===== config.mk =====
export PLATFORM = sky130hd
export DESIGN_NAME = guess_judge
export DESIGN_NICKNAME = d
export VERILOG_FILES = /design/src/rtl/guess_judge.sv
export SDC_FILE = /design/constraint.sdc
export NUM_CORES = 1
export LEC_CHECK = 0
export ABC_AREA = 1
export CAP_MARGIN = 10
export CORE_UTILIZATION = 47
export DETAILED_ROUTE_END_ITERATION = 7
export PLACE_DENSITY = 0.76
export SLEW_MARGIN = 10
export SYNTH_ARGS = -nofsm -noshare
export SYNTH_HDL_FRONTEND = slang
export SYNTH_SLANG_ARGS = --single-unit

===== constraint.sdc =====
create_clock -name clk -period 2.3 [get_ports clk]
set_clock_uncertainty 0.2 [all_clocks]
set_input_delay 0.46 -clock clk [delete_from_list [all_inputs] [get_ports clk]]
set_output_delay 0.46 -clock clk [all_outputs]
set_load 0.05 [all_outputs]

===== src/rtl/guess_judge.sv =====
// guess_judge: judges a multi-digit BCD guess against a secret answer, MSB digit first,
// with button edge detection, invalid-digit rejection, an attempt budget and WON/LOST states.
module guess_judge #(
   parameter int unsigned NUM_DIGITS = 3,
   parameter int unsigned DIGIT_W    = 4,
   parameter int unsigned MAX_TRIES  = 7,
   parameter int unsigned TRY_W      = 4
) (
   input  logic                          clk,
   input  logic                          rst_n,
   input  logic                          confirm_btn,
   input  logic                          new_game,
   input  logic [NUM_DIGITS*DIGIT_W-1:0] key,
   input  logic [NUM_DIGITS*DIGIT_W-1:0] answer,
   output logic [1:0]                    hint,
   output logic                          hint_valid,
   output logic [TRY_W-1:0]              tries_left,
   output logic                          busy,
   output logic                          win,
   output logic                          lose
);

   localparam int unsigned IDX_W = (NUM_DIGITS > 1) ? $clog2(NUM_DIGITS) : 1;
   localparam int unsigned KEY_W = NUM_DIGITS * DIGIT_W;

   localparam logic [1:0] HintHigh    = 2'd0;
   localparam logic [1:0] HintLow     = 2'd1;
   localparam logic [1:0] HintInvalid = 2'd2;
   localparam logic [1:0] HintBlank   = 2'd3;

   typedef enum logic [2:0] {StPlay, StCapture, StCmp, StWon, StLost} state_e;

   state_e             state_q, state_d;
   logic               btn_q;
   logic               press;
   logic [KEY_W-1:0]   key_q, key_d;
   logic [KEY_W-1:0]   ans_q, ans_d;
   logic [IDX_W-1:0]   idx_q, idx_d;
   logic [1:0]         hint_q, hint_d;
   logic               hint_valid_q, hint_valid_d;
   logic [TRY_W-1:0]   tries_q, tries_d;
   logic [TRY_W-1:0]   tries_dec;
   logic               key_bad;
   logic [DIGIT_W-1:0] cur_key, cur_ans;

   assign press     = confirm_btn & ~btn_q;
   assign tries_dec = tries_q - TRY_W'(1);
   assign cur_key   = key_q[int'(idx_q)*DIGIT_W +: DIGIT_W];
   assign cur_ans   = ans_q[int'(idx_q)*DIGIT_W +: DIGIT_W];

   always_comb begin
      key_bad = 1'b0;
      for (int i = 0; i < NUM_DIGITS; i++) begin
         if (32'(key_q[i*DIGIT_W +: DIGIT_W]) > 32'd9) key_bad = 1'b1;
      end
   end

   always_ff @(posedge clk or negedge rst_n) begin
      if (!rst_n) begin
         state_q      <= StPlay;
         btn_q        <= 1'b0;
         key_q        <= '0;
         ans_q        <= '0;
         idx_q        <= '0;
         hint_q       <= HintBlank;
         hint_valid_q <= 1'b0;
         tries_q      <= TRY_W'(MAX_TRIES);
      end else begin
         state_q      <= state_d;
         btn_q        <= confirm_btn;
         key_q        <= key_d;
         ans_q        <= ans_d;
         idx_q        <= idx_d;
         hint_q       <= hint_d;
         hint_valid_q <= hint_valid_d;
         tries_q      <= tries_d;
      end
   end

   always_comb begin
      state_d      = state_q;
      key_d        = key_q;
      ans_d        = ans_q;
      idx_d        = idx_q;
      hint_d       = hint_q;
      hint_valid_d = 1'b0;
      tries_d      = tries_q;
      if (new_game) begin
         // Restart wins over any judgement in flight; a same-cycle press is dropped.
         state_d = StPlay;
         tries_d = TRY_W'(MAX_TRIES);
         hint_d  = HintBlank;
      end else begin
         unique case (state_q)
            StPlay: begin
               if (press) begin
                  key_d   = key;
                  ans_d   = answer;
                  state_d = StCapture;
               end
            end
            StCapture: begin
               if (key_bad) begin
                  hint_d       = HintInvalid;
                  hint_valid_d = 1'b1;
                  state_d      = StPlay;
               end else begin
                  idx_d   = IDX_W'(NUM_DIGITS - 1);
                  state_d = StCmp;
               end
            end
            StCmp: begin
               if (cur_key != cur_ans) begin
                  hint_d       = (cur_key > cur_ans) ? HintHigh : HintLow;
                  hint_valid_d = 1'b1;
                  tries_d      = tries_dec;
                  state_d      = (tries_dec == '0) ? StLost : StPlay;
               end else if (idx_q != '0) begin
                  idx_d = idx_q - IDX_W'(1);
               end else begin
                  hint_d       = HintBlank;
                  hint_valid_d = 1'b1;
                  state_d      = StWon;
               end
            end
            StWon, StLost: ;
            default: state_d = StPlay;
         endcase
      end
   end

   always_comb begin
      hint       = hint_q;
      hint_valid = hint_valid_q;
      tries_left = tries_q;
      busy       = (state_q == StCapture) || (state_q == StCmp);
      win        = (state_q == StWon);
      lose       = (state_q == StLost);
   end

endmodule


==> run metrics, run 1 <==
die width 68.8 µm; fin worst setup slack 0.106 ns; Hold WC Path Type reg -> reg; Worst Setup End Kind flip-flop; # port buffers 37; Clock power frac 14.0%; CP arrival 2.17 ns; Detailed Routing Iterations Pass 1 4; Rel. slew slack 67.5%; worst vdd ir 0.000588 V; largest net degree at the start of global routing 49; Static Leak 1.33 nW; worst-path fanout max 7; Util after Layout 63.8%; Die Area 4740 µm²; Setup violations, final 0; Flop pwr share 35.6%; final WL 3990 µm; sw power 1.37 mW; post-place setup slack -0.00217 ns; Yosys cell types 27; Hold Fails Final Rpt 0; WL per Instance 11.7 µm; Initial Utilization 50.6%; Inst Count DP 331; Core Region 4140 µm²; share of cells above drive strength 1 29.6%; Vias 1681; I/O pin cnt 38; top cell type's share of synthesized area 38.2%; drc violations 0; root buffer selected by CTS clkbuf_8; Seq cells post-synth 37; initial antenna violation count 0; Syn Inst Count 245; CP required 2.27 ns; top post-synthesis cells by area dfrtp_1, o21ai_2, nand2_1, dfstp_2, inv_1; final non-filler cell total 341; Final nets 326; pwr dens 1220 nW/µm²; synthesized cell area 2100 µm²; Hold-fix buffers, CTS 0; Post-Syn Area per Cell 8.56 µm²; Ant. Diodes 0; Final period util 95.4%; CTS clk-pin slew, worst paths 0.07 ns; worst slew pin tran 0.486 ns; post-synth top area cell dfrtp_1; kind of critical path reg -> reg; Internal 1.86 mW; Comb power frac 50.4%; post-layout min period 2.19 ns; DRT antenna net count 0; fin. max-slew vios 0; CP startpoint kind flip-flop; GR Overflow Total 0; Initial DRC Count 117; Max Freq 456 MHz; Rows 23; Clk Latency, worst-skew pair 0.28 ns; via density per instance 4.93; register area share after synthesis 44.4%; first-pass GRT wire length 6820 µm; unrepaired setup endpoints after global routing yes; run status complete, no violations; CTS buffer count 5; syn nets 280; RePlAce Congestion 0.802; final hold slack 0.286 ns; Net Sw Frac 42.4%; Die Span Y 68.8 µm; CTS tree built; GR Util All Layers 19.9%; Sink Count 37; area grow syn2layout 26.1%; MaxCap Viol Count 0; Synth Warn # 0; CTS H-tree depth 2; vias in the first global route 1601; buffer depth of the longest clock path 2; post-detail-place hpwl 2870 µm
==> layout make-up <==
| type | count | area [µm²] |
|---|---|---|
| clock buffer | 7 | 86.3 |
| multi-input combinational | 158 | 953 |
| tap | 50 | 62.6 |
| sequential | 37 | 933 |
| inverter | 44 | 170 |
| timing repair buffer | 45 | 439 |
| fill | 363 | 1500 |
==> path summary, 6_finish.rpt <==
kind,slack (ns),start,cells past startpoint,to
max reg2reg,0.11,idx_q[0]$_DFFE_PN0P_,11,idx_q[1]$_DFFE_PN0P_
min,0.29,ans_q[2]$_DFFE_PN0P_,2,ans_q[2]$_DFFE_PN0P_
min in group asynchronous,0.39,rst_n,2,btn_q$_DFF_PN0_
min reg2reg,0.29,ans_q[2]$_DFFE_PN0P_,2,ans_q[2]$_DFFE_PN0P_
max,0.11,idx_q[0]$_DFFE_PN0P_,11,idx_q[1]$_DFFE_PN0P_
max in group asynchronous,1.16,rst_n,2,idx_q[0]$_DFFE_PN0P_
==> power groups by stage <==
stage	Combinational [mW]	Sequential, mW	Clock (mW)
3_5_place_dp	1.48	1.15	0
4_1_cts	1.50	1.14	0.462
5_1_grt	1.83	1.19	0.489
2_1_floorplan	1.06	1.17	0
3_3_place_gp	1.44	1.15	0
6_report	1.63	1.15	0.452
==> routing by layer <==
metal	part of all wire [%]	vias up	track usage (%)
li1	-	869	-
met4	1.7	0	7.65
met3	4.4	6	4.44
met5	0	-	0
met2	49	39	34.1
met1	45	767	24.3
==> cells by family (layout without fill, tap and decap cells) <==
group	count (synthesis)	in the layout	synth area share [%]
buf+inv	50	96	11.0
fa+ha+maj	7	7	4.17
xor+xnor	2	2	0.835
simple gates	93	93	21.8
flops	37	37	44.4
compound gates	56	56	17.7
==> synthesized netlist by cell type <==
| master | number |
|---|---|
| inv_1 | 35 |
| o21ai_0 | 22 |
| nand3_4 | 1 |
| a31oi_1 | 1 |
| buf_12 | 2 |
| nand2_1 | 41 |
| xor2_1 | 2 |
| nor2_1 | 15 |
| nand3_2 | 1 |
| buf_6 | 1 |
| nand3b_1 | 1 |
| nand3_1 | 9 |
| a2bb2oi_1 | 4 |
| nand4_2 | 1 |
| ha_1 | 7 |
| buf_2 | 3 |
| o21ai_2 | 20 |
| dfstp_2 | 5 |
| inv_2 | 8 |
| nor2_2 | 3 |
| o21ai_1 | 5 |
| nor2_4 | 1 |
| a21oi_1 | 4 |
| clkinv_1 | 1 |
| dfrtp_1 | 32 |
| nand2_2 | 18 |
| nand4_1 | 2 |
==> what timing repair did <==
action | in CTS | in global routing
pin swaps | 0 | 5
resized for setup | 1 | 11
setup buffers | 0 | 3
gates cloned | 0 | 0
setup endpoints to repair | 2 | 12
==> through the flow <==
step	cell area, µm²	TNS [ns]	power, mW
4_1_cts	2590	0	3.10
3_3_place_gp	2510	0	2.58
3_5_place_dp	2510	-0.00217	2.63
2_1_floorplan	2100	0	2.22
6_report	2650	0	3.23
5_1_grt	2650	-0.0495	3.51
==> critical path, cell delays in order, from the launching register on <==
cell	delay [ns]
dfrtp_2	0.49
buf_6	0.16
o21ai_0	0.14
o21ai_0	0.10
ha_1	0.31
nand2_1	0.10
nor2_4	0.17
nand2_1	0.08
nand2_2	0.10
nand3_2	0.11
nand2_1	0.07
o21ai_1	0.06
==> layout by cell type (no fill, tap or decap), types with 4 or more instances in the layout <==
cell	instances
clkbuf_8	6
ha_1	7
o21ai_2	20
inv_1	35
nand2_2	20
o21ai_1	5
nor2_1	14
a21oi_1	4
dfstp_2	5
dfrtp_1	31
buf_4	13
o21ai_0	22
nand2_1	39
clkdlybuf4s50_1	29
inv_2	7
nand3_1	9
==> sequential cells by signal, indices dropped and copies added, names as in the netlist <==
signal	count
ans_q	12
btn_q	1
hint	2
hint_valid	1
idx_q	2
key_q	12
state_q	3
tries_left	4
Note: power is estimated with default switching activity, not from simulation.
==> inputs of run 2 (changes only) <==
Settings changed: CORE_UTILIZATION 47 to 52, PLACE_DENSITY 0.76 to 0.79.
Clock period 2.3 ns to 2.2 ns, I/O delays scaled along.
==> run metrics, run 2 (synthesis gave the netlist of run 1 again) <==
run status complete, but fails checks (was complete, no violations); failing checks negative setup slack; Hold Fails Final Rpt 0 (unchanged); post-layout min period 2.21 ns (was 2.19 ns); Internal 2.14 mW (was 1.86 mW); share of cells above drive strength 1 36.0% (was 29.6%); root buffer selected by CTS clkbuf_8 (unchanged); DRT antenna net count 0 (unchanged); I/O pin cnt 38 (unchanged); initial antenna violation count 0 (unchanged); most common cell after layout, fill and taps aside nand2_1 (unchanged); CTS buffer count 5 (unchanged); worst-path fanout max 6 (was 7); Hold-fix buffers, CTS 0 (unchanged); Setup violations, final 1 (was 0); Core Region 3770 µm² (was 4140 µm²); final WL 4130 µm (was 3990 µm); Max Freq 453 MHz (was 456 MHz); Clock power frac 12.5% (was 14.0%); worst slew pin tran 0.484 ns (was 0.486 ns); Die Span Y 65.5 µm (was 68.8 µm); hold path cells 2 (unchanged); reg2reg path depth 11 (unchanged); RePlAce Congestion 0.975 (was 0.802); CTS tree built (unchanged); Crit Reg-Reg Endpoint state_q[2]$_DFFE_PN0P_ (was idx_q[1]$_DFFE_PN0P_); Initial Utilization 55.6% (was 50.6%); first-pass GRT wire length 7160 µm (was 6820 µm); critical path, cell by cell buf_6, o21ai_1, a2bb2oi_1, ha_1, nand2_2, nor2_4, nor2_2, nand2_2, nor2_2, nand3_1, nand2_1 (was buf_6, o21ai_0, o21ai_0, ha_1, nand2_1, nor2_4, nand2_1, nand2_2, nand3_2, nand2_1, o21ai_1); largest net degree at the start of global routing 49 (unchanged); Die Area 4290 µm² (was 4740 µm²); buffer depth of the longest clock path 2 (unchanged); FF-to-FF Start idx_q[0]$_DFFE_PN0P_ (unchanged); worst vdd ir 0.000713 V (was 0.000588 V); GR Overflow Total 0 (unchanged); Ant. Diodes 0 (unchanged); Worst path max stage delay 0.48 ns (was 0.49 ns); Worst Setup End Kind flip-flop (unchanged); GR Util All Layers 21.7% (was 19.9%); r2r setup slk -0.005 ns (was 0.11 ns); Clk Latency, worst-skew pair 0.28 ns (about the same); post-detail-place hpwl 2940 µm (was 2870 µm); area grow syn2layout 33.0% (was 26.1%); Final period util 100% (was 95.4%); total negative setup slack -0.00540 ns (was 0 ns); sw power 1.58 mW (was 1.37 mW); placed instance area 2570 µm² (was 2510 µm²); Rel. slew slack 67.6% (was 67.5%); worst setup path startpoint idx_q[0]$_DFFE_PN0P_ (unchanged); CTS H-tree depth 2 (unchanged); # port buffers 37 (unchanged); Hold WC Path Type reg -> reg (unchanged); Final Instance Area 2790 µm² (was 2650 µm²); CTS clk-pin slew, worst paths 0.07 ns (about the same); WL per Instance 12.0 µm (was 11.7 µm); pwr dens 1330 nW/µm² (was 1220 nW/µm²); Net Sw Frac 42.4% (about the same); slowest CP cell dfrtp_2 (unchanged); capture point of the worst path state_q[2]$_DFFE_PN0P_ (was idx_q[1]$_DFFE_PN0P_); Rows 22 (was 23); unrepaired setup endpoints after global routing yes (unchanged); via density per instance 5.11 (was 4.93); kind of critical path reg -> reg (unchanged); CP arrival 2.23 ns (was 2.17 ns); CP startpoint kind flip-flop (unchanged); fin. max-slew vios 0 (unchanged); CP required 2.23 ns (was 2.27 ns); Final nets 332 (was 326); Comb power frac 54.9% (was 50.4%); Vias 1764 (was 1681); die width 65.5 µm (was 68.8 µm); most frequent cells in the layout nand2_1, inv_1, dfrtp_1 (unchanged); vias in the first global route 1688 (was 1601); Util after Layout 74.0% (was 63.8%); Detailed Routing Iterations Pass 1 4 (unchanged); Flop pwr share 32.6% (was 35.6%); drc violations 0 (unchanged); Static Leak 1.38 nW (was 1.33 nW); fin worst setup slack -0.00540 ns (was 0.106 ns); MaxCap Viol Count 0 (unchanged); Initial DRC Count 150 (was 117); Sink Count 37 (unchanged)
## run 2: cell types whose count changed in the layout (fill, tap and decap cells not counted), moves of 2 or more
| cell | change |
|---|---|
| buf_6 | +4 |
| inv_4 | -2 |
| buf_12 | +2 |
| nand2_2 | +2 |
| o21ai_1 | +6 |
| a2bb2oi_2 | +2 |
| o21ai_0 | -13 |
| o21ai_2 | +7 |
| a2bb2oi_1 | -2 |
| nand2_1 | -3 |
## run 2: area by class of cell
| cell class | instances | area (µm²) |
|---|---|---|
| clock buffer | 7 | 86.3 |
| fill | 279 | 980 |
| inverter | 44 | 170 |
| multi-input combinational | 158 | 1020 |
| sequential | 37 | 933 |
| tap | 48 | 60.1 |
| timing repair buffer | 51 | 522 |
## run 2: power groups by stage
| stage | combinational, mW | clock [mW] | sequential, mW |
|---|---|---|---|
| finish | 2.04 | 0.466 | 1.21 |
| global route | 2.26 | 0.507 | 1.25 |
| CTS | 1.76 | 0.481 | 1.18 |
| detailed placement | 1.72 | 0 | 1.19 |
| global placement | 1.66 | 0 | 1.19 |
| floorplan | 1.11 | 0 | 1.22 |
## run 2: what timing repair did
item,4_1_cts,5_1_grt
endpoints found under the hold margin,0,0
buffers inserted,0,3
endpoints found under the setup margin,3,12
pin swaps,0,13
gates resized for setup,2,41
gates cloned,0,0
## run 2: per-layer routing
metal	part of all wire, %	GRT usage [%]	routed length, µm	up-vias
met5	0	0	0	-
met3	5.1	4.86	209	6
met2	50	37.0	2060	67
met4	1.2	7.34	51	0
li1	-	-	-	885
met1	44	26.9	1810	806
## run 2: critical path, delay by kind of cell, from the launching register on
kind	cells	cell delay, ns
AND/OR/NAND/NOR	7	0.67
adder cells (fa/ha/maj)	1	0.29
flip-flops	1	0.48
AO/OA/AOI/OAI	2	0.36
buffers and inverters	1	0.15
## run 2: worst min path at each step
| stage | start | end | slack [ns] |
|---|---|---|---|
| 6_report | ans_q[8]$_DFFE_PN0P_ | ans_q[8]$_DFFE_PN0P_ | 0.29 |
| 5_1_grt | ans_q[2]$_DFFE_PN0P_ | ans_q[2]$_DFFE_PN0P_ | 0.32 |
| 4_1_cts | ans_q[1]$_DFFE_PN0P_ | ans_q[1]$_DFFE_PN0P_ | 0.29 |
| 3_5_place_dp | ans_q[1]$_DFFE_PN0P_ | ans_q[1]$_DFFE_PN0P_ | 0.27 |
| 3_3_place_gp | ans_q[1]$_DFFE_PN0P_ | ans_q[1]$_DFFE_PN0P_ | 0.27 |
| 2_1_floorplan | rst_n | ans_q[0]$_DFFE_PN0P_ | -0.06 |
## run 2: metrics by stage
stage | std cells | hold WS, ns | total power [mW] | setup WS, ns
floorplan | 245 | -0.0556 | 2.32 | 0.0330
global placement | 335 | 0.273 | 2.85 | 0.0436
detailed placement | 335 | 0.274 | 2.90 | -0.0115
CTS | 342 | 0.289 | 3.42 | 0.000977
global route | 345 | 0.321 | 4.02 | -0.103
finish | 345 | 0.289 | 3.72 | -0.00540
